<file path="src/rtl/rr_grant_ctrl_pkg.sv">
// Shared types and width helpers for the round-robin grant controller.
package rr_grant_ctrl_pkg;

    typedef enum logic [1:0] {
        ST_IDLE  = 2'd0,
        ST_GRANT = 2'd1,
        ST_GAP   = 2'd2
    } state_t;

    // Owner index width; kept at least 1 bit so ports never collapse.
    function automatic int unsigned id_w(input int unsigned n);
        return (n > 1) ? $clog2(n) : 1;
    endfunction

    function automatic int unsigned cnt_w(input int unsigned max_hold);
        return (max_hold > 0) ? $clog2(max_hold + 1) : 1;
    endfunction

endpackage

</file>
<file path="src/rtl/rr_pick.sv">
// Combinational rotate-and-priority-encode: first set req bit at or after ptr.
module rr_pick
    import rr_grant_ctrl_pkg::*;
#(
    parameter  int unsigned N    = 4,
    localparam int unsigned ID_W = id_w(N)
) (
    input  logic [N-1:0]    req,
    input  logic [ID_W-1:0] ptr,
    output logic [ID_W-1:0] win_c,
    output logic            valid_c
);

    logic [ID_W-1:0] idx;

    always_comb begin
        win_c   = '0;
        valid_c = 1'b0;
        idx     = '0;
        for (int unsigned k = 0; k < N; k++) begin
            idx = ID_W'((32'(ptr) + k) % N);
            if (!valid_c && req[idx]) begin
                win_c   = idx;
                valid_c = 1'b1;
            end
        end
    end

endmodule

</file>
<file path="src/rtl/rr_grant_ctrl.sv">
// Round-robin arbiter with bounded hold time and a one-cycle gap between owners.
module rr_grant_ctrl
    import rr_grant_ctrl_pkg::*;
#(
    parameter  int unsigned N        = 4,
    parameter  int unsigned MAX_HOLD = 8,
    localparam int unsigned ID_W     = id_w(N),
    localparam int unsigned CNT_W    = cnt_w(MAX_HOLD)
) (
    input  logic            clk,
    input  logic            clr,
    input  logic [N-1:0]    req,
    input  logic            done,
    output logic [N-1:0]    grant,
    output logic [ID_W-1:0] gnt_id,
    output logic            busy,
    output logic            timeout
);

    state_t          state;
    logic [ID_W-1:0] ptr;
    logic [CNT_W-1:0] hold_cnt;
    logic [ID_W-1:0] win_c;
    logic            valid_c;
    logic            release_c;
    logic            limit_c;
    logic [ID_W-1:0] ptr_next_c;

    rr_pick #(.N(N)) u_pick (
        .req     (req),
        .ptr     (ptr),
        .win_c   (win_c),
        .valid_c (valid_c)
    );

    // Owner releases by strobing done or by dropping its own request.
    assign release_c  = done | ~req[gnt_id];
    assign limit_c    = (hold_cnt == CNT_W'(MAX_HOLD - 1));
    assign ptr_next_c = (win_c == ID_W'(N - 1)) ? '0 : win_c + ID_W'(1);

    always_ff @(posedge clk) begin
        if (clr) begin
            state    <= ST_IDLE;
            grant    <= '0;
            gnt_id   <= '0;
            busy     <= 1'b0;
            timeout  <= 1'b0;
            ptr      <= '0;
            hold_cnt <= '0;
        end else begin
            timeout <= 1'b0;
            unique case (state)
                ST_IDLE: begin
                    if (valid_c) begin
                        state    <= ST_GRANT;
                        grant    <= N'(1) << win_c;
                        gnt_id   <= win_c;
                        busy     <= 1'b1;
                        ptr      <= ptr_next_c;
                        hold_cnt <= '0;
                    end
                end
                ST_GRANT: begin
                    if (release_c || limit_c) begin
                        state   <= ST_GAP;
                        grant   <= '0;
                        gnt_id  <= '0;
                        busy    <= 1'b0;
                        // A voluntary release wins over a coincident hold limit.
                        timeout <= ~release_c;
                    end else begin
                        hold_cnt <= hold_cnt + CNT_W'(1);
                    end
                end
                ST_GAP: begin
                    state <= ST_IDLE;
                end
                default: begin
                    state <= ST_IDLE;
                end
            endcase
        end
    end

endmodule

</file>
<file path="config.mk">
export PLATFORM = sky130hd
export DESIGN_NAME = rr_grant_ctrl
export DESIGN_NICKNAME = d
export VERILOG_FILES = /design/src/rtl/rr_grant_ctrl_pkg.sv /design/src/rtl/rr_pick.sv /design/src/rtl/rr_grant_ctrl.sv
export SDC_FILE = /design/constraint.sdc
export NUM_CORES = 1
export LEC_CHECK = 0
export BUFFER_PORTS_ARGS = -buffer_cell sky130_fd_sc_hd__buf_2
export CORE_MARGIN = 4
export CORE_UTILIZATION = 49
export CTS_CLUSTER_DIAMETER = 30
export DETAILED_ROUTE_END_ITERATION = 10
export PLACE_DENSITY = 0.76
export SYNTH_ARGS = -nofsm -noshare
export SYNTH_HDL_FRONTEND = slang
export SYNTH_SLANG_ARGS = --single-unit
</file>
<file path="constraint.sdc">
create_clock -name clk -period 1.5 [get_ports clk]
set_input_delay 0.075 -clock clk [delete_from_list [all_inputs] [get_ports clk]]
set_output_delay 0.075 -clock clk [all_outputs]
set_load 0.02 [all_outputs]
</file>
### Yosys cells after proc, flatten, opt, wreduce, memory -nomap -nowiden

Cells that the tools add are included.

| storage, ports and cells | value |
|---|---|
| output and inout bits | 8 |
| register bits after elaboration | 16 |

| operators by class | value |
|---|---|
| shifts and indexed selects | 1 |
| add/subtract/negate cells | 5 |
| muxes and demuxes | 34 |
| equal/unequal tests | 6 |
| bitwise operators | 5 |
| reduce and logical (&&, ||, !) cells | 14 |
| $lt $le $gt $ge | 5 |

Operators by type and width:

| operator | count |
|---|---|
| $mux 2 | 9 |
| $mux 4 | 4 |
| $pmux 4 s2 | 2 |
| $lt 2x3->1 const B | 5 |
| $mux 1 | 11 |
| $bmux 1 s2 | 5 |
| $pmux 2 s2 | 2 |
| $reduce_and 3->1 | 2 |
| $add 2x1->2 const B | 2 |
| $add 2x2->2 const B | 2 |
| $add 4x1->4 const B | 1 |
| $eq 4x3->1 const B | 1 |
| $ne 2x2->1 const B | 2 |
| $not 1->1 | 4 |
| $reduce_and 2->1 | 2 |
| $shl 1x2->4 const A | 1 |
| $logic_and 1x1->1 | 3 |
| $logic_not 1->1 | 3 |
| $reduce_or 3->1 | 1 |
| $eq 2x1->1 const B | 1 |
| $eq 2x2->1 const B | 1 |
| $logic_not 2->1 | 1 |
| $ne 2x1->1 const B | 1 |
| $pmux 1 s2 | 1 |
| other kinds (3) | 3 |

### Depth between registers and ports, before layout

Gate-level depths: netlist of run 1.

| depth | value |
|---|---|
| depth after elaboration | 15 |
| depth in mapped cells | 7 |
| depth with buffers taken out | 7 |

### Hierarchy

A second synthesis of run 1 with hierarchy kept.

| second synthesis, totals | value |
|---|---|
| cells, all modules | 95 |
| area total of the unflattened synthesis | 854.6 µm² |

By module, submodules not included:

| module | cells each | area each (µm²) | instances |
|---|---|---|---|
| rr_grant_ctrl | 80 | 777.0 | 1 |
| rr_pick | 15 | 77.6 | 1 |

### Worst setup path after synthesis of run 1

Ideal clock, no wire load.

| path | value |
|---|---|
| kind | reg2reg |
| from | register gnt_id[1] |
| to | register hold_cnt[2] |
| buffers on the path | 0 |
| library setup time | 0.059 ns |
| required time | 1.441 ns |
| period minus slack after synthesis | 1.617 ns |
| cell stages (with the launch flop) | 5 |
| slack | -0.117 ns |
| arrival time | 1.557 ns |
| cell sequence | dfxtp_1 > mux2i_1 > o32a_1 > or4b_1 > nand2_1 |

| on the way | value |
|---|---|
| longest elaborated chain between the ends | 7 |

Ends and longest elaborated chain:

| what | line | text |
|---|---|---|
| start: declaration | rr_grant_ctrl.sv:15 | `output logic [ID_W-1:0] gnt_id,` |
| start signal: assignment | rr_grant_ctrl.sv:57 | `gnt_id <= win_c;` |
| $bmux 1 s2 | rr_grant_ctrl.sv:37 | `assign release_c = done \| ~req[gnt_id];` |
| $mux 1 (not written as such) | rr_grant_ctrl.sv:37 |  |
| $not 1->1 | rr_grant_ctrl.sv:37 |  |
| $or 1x1->1 | rr_grant_ctrl.sv:37 |  |
| $logic_or 1x1->1 | rr_grant_ctrl.sv:64 | `if (release_c \|\| limit_c) begin` |
| $ne 2x2->1 (no line) | n/a |  |
| $reduce_and 3->1 (no line) | n/a |  |
| end signal: assignment | rr_grant_ctrl.sv:72 | `hold_cnt <= hold_cnt + CNT_W'(1);` |
| end: declaration | rr_grant_ctrl.sv:22 | `logic [CNT_W-1:0] hold_cnt;` |

No other way between the ends. The select of a mux whose other input is x is not followed.
A chain may end at the register's enable or synchronous reset.

### Final worst setup path of run 1

| path | value |
|---|---|
| from | register gnt_id[0] |
| to | register hold_cnt[2] |

The elaborated chain is that of the path after synthesis.

==> flow_metrics.env, run 1 <==
export IMPL_routabilityCongestion=0.750
export IMPL_cp_data_arrival_time_ps=1750
export IMPL_max_slew_margin_pct=74.9
export IMPL_grt_max_degree=18
export IMPL_viasPerCell=5.83
export IMPL_area_growth_pct=37.2
export IMPL_pwr_share_clk_pct=22.7
export IMPL_cts_max_path_buffers=2
export IMPL_synthCells=108
export IMPL_num_nets_final=152
export IMPL_p_int_w=0.000823
export IMPL_drt_wl_total_mm=2.49
export IMPL_n_fill_cell=148
export IMPL_core_area_sq_mm=0.00176
export IMPL_seqCellArea_sq_um=332
export IMPL_path_class="reg2reg"
export IMPL_wl_per_cell_um=15.2
export IMPL_rsz0062_at_grt="true"
export IMPL_finalHoldViolations=0
export IMPL_fin_crit_sh_pct=101
export IMPL_synth_yosys_seq_area_share_pct=34.6
export IMPL_setup_viol=2
export IMPL_drv_cap=0
export IMPL_start_util_pct=52.5
export IMPL_layout_common_cells="buf_4, buf_2, dfxtp_1"
export IMPL_die_area_sq_mm=0.00265
export IMPL_end_kind="flop"
export IMPL_worstPathMaxFanout=5
export IMPL_overflow=0
export IMPL_synth_area_sq_um=926
export IMPL_die_h_um=51.5
export IMPL_stdcell_count=164
export IMPL_grt_use_total_pct=21.2
export IMPL_htreeDepth=1
export IMPL_grt_pass1_vias=945
export IMPL_dieWidth_um=51.5
export IMPL_async_reset_ff_share_pct=0
export IMPL_hold_class="in2reg"
export IMPL_cts_tree="yes"
export IMPL_finalMaxSlewViolations=0
export IMPL_crit_path_start_kind="flop"
export IMPL_dr_total_vias=956
export IMPL_seqPwrFrac_pct=39.9
export IMPL_synth_nets=120
export IMPL_status="complete, but fails checks"
export IMPL_clkTransAtPathRegs_ps=90
export IMPL_fin_tns_setup_ps=-15.4
export IMPL_grt_pass1_wl_mm=4.16
export IMPL_fmax_ghz=0.661
export IMPL_power_w=0.00125
export IMPL_ys_warn_count=0
export IMPL_yosys_most_used_dff="dfxtp_1"
export IMPL_power_density_mw_per_mm2=988
export IMPL_clk_latency_ps=290
export IMPL_ioPinCount=15
export IMPL_synth_seq_cells=16
export IMPL_hold_buffers=0
export IMPL_drive_above_1_share_pct=47.5
export IMPL_port_buffers=14
export IMPL_cts_sinks=16
export IMPL_final_common_cell="buf_4"
export IMPL_required_ps=1740
export IMPL_antenna_cells=0
export IMPL_cts_buffers=3
export IMPL_swShare_pct=34.4
export IMPL_p_leak_nw=0.531
export IMPL_switchingPower_w=0.000432
export IMPL_drtIter0Drc=21
export IMPL_fin_crit_ps=1510
export IMPL_synth_edff_count=0
export IMPL_tightest_slew_ps=376
export IMPL_p_comb_share_pct=37.3
export IMPL_dp_hpwl_mm=1.72
export IMPL_antenna_found_initial=0
export IMPL_cts_root_buf="clkbuf_4"
export IMPL_synthDistinctLibCells=38
export IMPL_place_ws_ps=-89.5
export IMPL_peakVddDrop_v=0.000753
export IMPL_dp_cells=156
export IMPL_drt_antenna_violating_nets=0
export IMPL_multi_input_area_sq_um=639
export IMPL_fin_skew_ps=2.29
export IMPL_syn_area_per_cell_sq_um=8.57
export IMPL_worst_slack_ps=-11.8
export IMPL_rows=15
export IMPL_first_pass_iters=4
export IMPL_drc=0
export IMPL_violations="setup timing"
-- registers in the layout, indices dropped and copies added (netlist names) --
name / flops
busy: 1
gnt_id: 2
grant: 4
hold_cnt: 4
ptr: 2
state: 2
timeout: 1
-- logic make-up (layout without fill, tap and decap cells) --
| group | after synthesis | count (layout) | share of synthesized area, % |
|---|---|---|---|
| AO/OA/AOI/OAI | 39 | 39 | 30.3 |
| multiplexers | 2 | 2 | 2.16 |
| buffers and inverters | 13 | 44 | 6.08 |
| adder cells (fa/ha/maj) | 5 | 5 | 6.76 |
| AND/OR/NAND/NOR | 33 | 33 | 20.1 |
| flip-flops | 16 | 16 | 34.6 |
-- synth_stat cells (all sizes together) (2+ instances only) --
master   count  area (sq um)
dfxtp       16           320
a21oi       14          81.3
o21ai        3          18.8
ha           5          62.6
nand2b       3          18.8
a211oi       6          45.0
o2111ai      2          17.5
nor2b        3          18.8
o22ai        2          12.5
mux2i        2          20.0
and2         5          31.3
a221o        2          20.0
nand2        9          33.8
nor2         3          11.3
o41ai        2          17.5
inv          9          33.8
clkbuf       3          11.3
-- layout make-up --
cell class | instances | share of cell area [%]
clock buffers | 4 | 2.86
inverters | 9 | 2.66
well taps | 25 | 2.46
repair buffers | 31 | 15.6
flip-flops and latches | 16 | 26.1
multi-input cells | 79 | 50.3
-- metrics by stage --
| stage | hold WS, ps | cell area [sq um] | utilization [%] |
|---|---|---|---|
| after floorplan | 414 | 940 | - |
| after global placement | 461 | 1120 | 63.3 |
| after detailed placement | 467 | 1120 | 63.3 |
| after CTS | 171 | 1200 | 67.8 |
| after global routing | 191 | 1270 | 72.0 |
| final | 197 | 1270 | 72.0 |
-- power by group through the flow --
| stage | Combinational (W) | Sequential [W] | Clock, W |
|---|---|---|---|
| finish | 0.000469 | 0.000501 | 0.000285 |
| global route | 0.000512 | 0.000506 | 0.000311 |
| CTS | 0.000402 | 0.000498 | 0.000287 |
| detailed placement | 0.000370 | 0.000506 | 0 |
| global placement | 0.000354 | 0.000502 | 0 |
| floorplan | 0.000208 | 0.000527 | 0 |
-- layer usage --
layer	vias to the layer above	GRT usage (%)	wire length (um)
met1	441	24.6	1090
met4	0	9.61	68
met3	11	5.83	140
li1	469	-	-
met5	-	0	0
met2	35	35.8	1190
-- critical path: stages (launching register included) --
cell     delay, ps
dfxtp_4        360
or3b_1         340
o32a_1         210
or4b_1         470
nand2_1         70
-- worst paths after layout --
path / start / to / slack (ps) / cells past startpoint
hold reg to reg: hold_cnt[2] / hold_cnt[2] / 520 / 2
hold / removal: clr / ptr[1] / 200 / 2
setup reg to reg: gnt_id[0] / hold_cnt[2] / -10 / 4
setup / recovery: gnt_id[0] / hold_cnt[2] / -10 / 4
-- timing repair --
item | 4_1_cts | 5_1_grt
setup endpoints to repair | 9 | 11
gates resized for setup | 7 | 17
pin swaps | 4 | 9
buffers inserted | 3 | 2
Note: power is estimated with default switching activity, not from simulation.
==> inputs of run 2 (changes only) <==
--- a/config.mk
+++ b/config.mk
@@ -11,6 +11,7 @@
 export CTS_CLUSTER_DIAMETER = 30
 export DETAILED_ROUTE_END_ITERATION = 10
 export PLACE_DENSITY = 0.76
+export RECOVER_POWER = 25
 export SYNTH_ARGS = -nofsm -noshare
 export SYNTH_HDL_FRONTEND = slang
 export SYNTH_SLANG_ARGS = --single-unit
==> flow_metrics.env, run 2 (same netlist as run 1, synthesis figures left out) <==
export IMPL_htreeDepth=1
export IMPL_drtIter0Drc=21
export IMPL_reg2reg_from="gnt_id[1]"
export IMPL_finalMaxSlewViolations=0
export IMPL_layout_common_cells="buf_4, dfxtp_1, buf_2"
export IMPL_worst_slack_ps=-13.9
export IMPL_fin_util_pct=71.8
export IMPL_fin_skew_ps=3.33
export IMPL_grt_pass1_wl_mm=4.16
export IMPL_port_buffers=14
export IMPL_rows=15
export IMPL_fin_crit_ps=1510
export IMPL_antenna_found_initial=0
export IMPL_end_kind="flop"
export IMPL_core_area_sq_mm=0.00176
export IMPL_num_nets_final=152
export IMPL_drt_antenna_violating_nets=0
export IMPL_power_w=0.00126
export IMPL_drv_cap=0
export IMPL_multi_input_area_sq_um=639
export IMPL_area_growth_pct=36.8
export IMPL_die_h_um=51.5
export IMPL_crit_end="hold_cnt[2]"
export IMPL_drc=0
export IMPL_fmax_ghz=0.661
export IMPL_grt_pass1_vias=945
export IMPL_hold_buffers=0
export IMPL_stdcell_area_sq_mm=0.00127
export IMPL_required_ps=1740
export IMPL_fin_crit_sh_pct=101
export IMPL_p_leak_nw=0.518
export IMPL_max_slew_margin_pct=74.8
export IMPL_ioPinCount=15
export IMPL_seqCellArea_sq_um=332
export IMPL_reg2regPathDepth=4
export IMPL_cp_data_arrival_time_ps=1750
export IMPL_reg_top3="grant: 4 flops, hold_cnt: 4 flops"
export IMPL_drive_above_1_share_pct=45.3
export IMPL_reg2reg_to="hold_cnt[2]"
export IMPL_n_fill_cell=150
export IMPL_finalHoldViolations=0
export IMPL_final_common_cell="buf_4"
export IMPL_path_class="reg2reg"
export IMPL_peakVddDrop_v=0.000756
export IMPL_cts_buffers=3
export IMPL_dp_hpwl_mm=1.72
export IMPL_first_pass_iters=4
export IMPL_start_util_pct=52.5
export IMPL_hold_class="in2reg"
export IMPL_clk_latency_ps=290
export IMPL_hp_start="clr"
export IMPL_power_density_mw_per_mm2=992
export IMPL_antenna_cells=0
export IMPL_startpoint="gnt_id[1]"
export IMPL_rrSetupSlack_ps=-10
export IMPL_grt_use_total_pct=21.2
export IMPL_violations="setup timing"
export IMPL_wl_per_cell_um=15.3
export IMPL_grt_max_degree=18
export IMPL_cts_root_buf="clkbuf_4"
export IMPL_crit_path_start_kind="flop"
export IMPL_overflow=0
export IMPL_viasPerCell=5.84
export IMPL_cts_tree="yes"
export IMPL_worstPathMaxFanout=4
export IMPL_tightest_slew_ps=378
export IMPL_cts_max_path_buffers=2
export IMPL_routabilityCongestion=0.750
export IMPL_clkTransAtPathRegs_ps=90
export IMPL_setup_viol=2
export IMPL_die_area_sq_mm=0.00265
export IMPL_rsz0062_at_grt="true"
export IMPL_cts_sinks=16
export IMPL_place_ws_ps=-89.5
export IMPL_dr_total_vias=957
export IMPL_placed_area_sq_mm=0.00112
export IMPL_status="complete, but fails checks"
export IMPL_drt_wl_total_mm=2.51
export IMPL_fin_tns_setup_ps=-17.8
export IMPL_dieWidth_um=51.5
==> run 2: worst max-delay path, cell delays in order (launching register included) <==
cell	delay (ps)
dfxtp_2	360
mux2i_1	170
o32a_1	390
or4b_1	470
nand2_1	70
==> run 2: worst min path at each step <==
stage,to,slack (ps),cells past startpoint
after floorplan,timeout,410,0
after global placement,ptr[1],460,2
after detailed placement,ptr[1],470,2
after CTS,ptr[1],170,2
after global routing,ptr[1],190,2
final,ptr[1],200,2
==> run 2: layout make-up <==
| cell class | count | area share [%] |
|---|---|---|
| Clock buffer | 4 | 2.87 |
| Sequential cell | 16 | 26.2 |
| Timing Repair Buffer | 31 | 15.3 |
| Multi-Input combinational cell | 79 | 50.5 |
| Tap cell | 25 | 2.47 |
| Inverter | 9 | 2.67 |
==> run 2: timing repair <==
item,CTS,global route
buffers inserted,3,2
setup endpoints to repair,9,11
pin swaps,4,9
resized for setup,7,17
==> run 2: metrics by stage <==
step           std cells  hold slack, ps
6_report             164             197
5_1_grt              164             191
4_1_cts              162             171
3_5_place_dp         156             467
3_3_place_gp         156             461
2_1_floorplan        108             414
==> run 2: where the power goes <==
group,switching [W],internal (W)
clock network,0.000138,0.000148
registers,0.0000354,0.000466
logic,0.000260,0.000209
==> run 2: routing by layer <==
metal / global-route usage [%] / wire length, um / part of all wire, % / vias up
met3: 5.83 / 133 / 5.3 / 10
met4: 9.61 / 63 / 2.5 / 0
met2: 35.8 / 1200 / 48 / 32
li1: - / - / - / 469
met1: 24.6 / 1110 / 44 / 446
met5: 0 / 0 / 0 / -
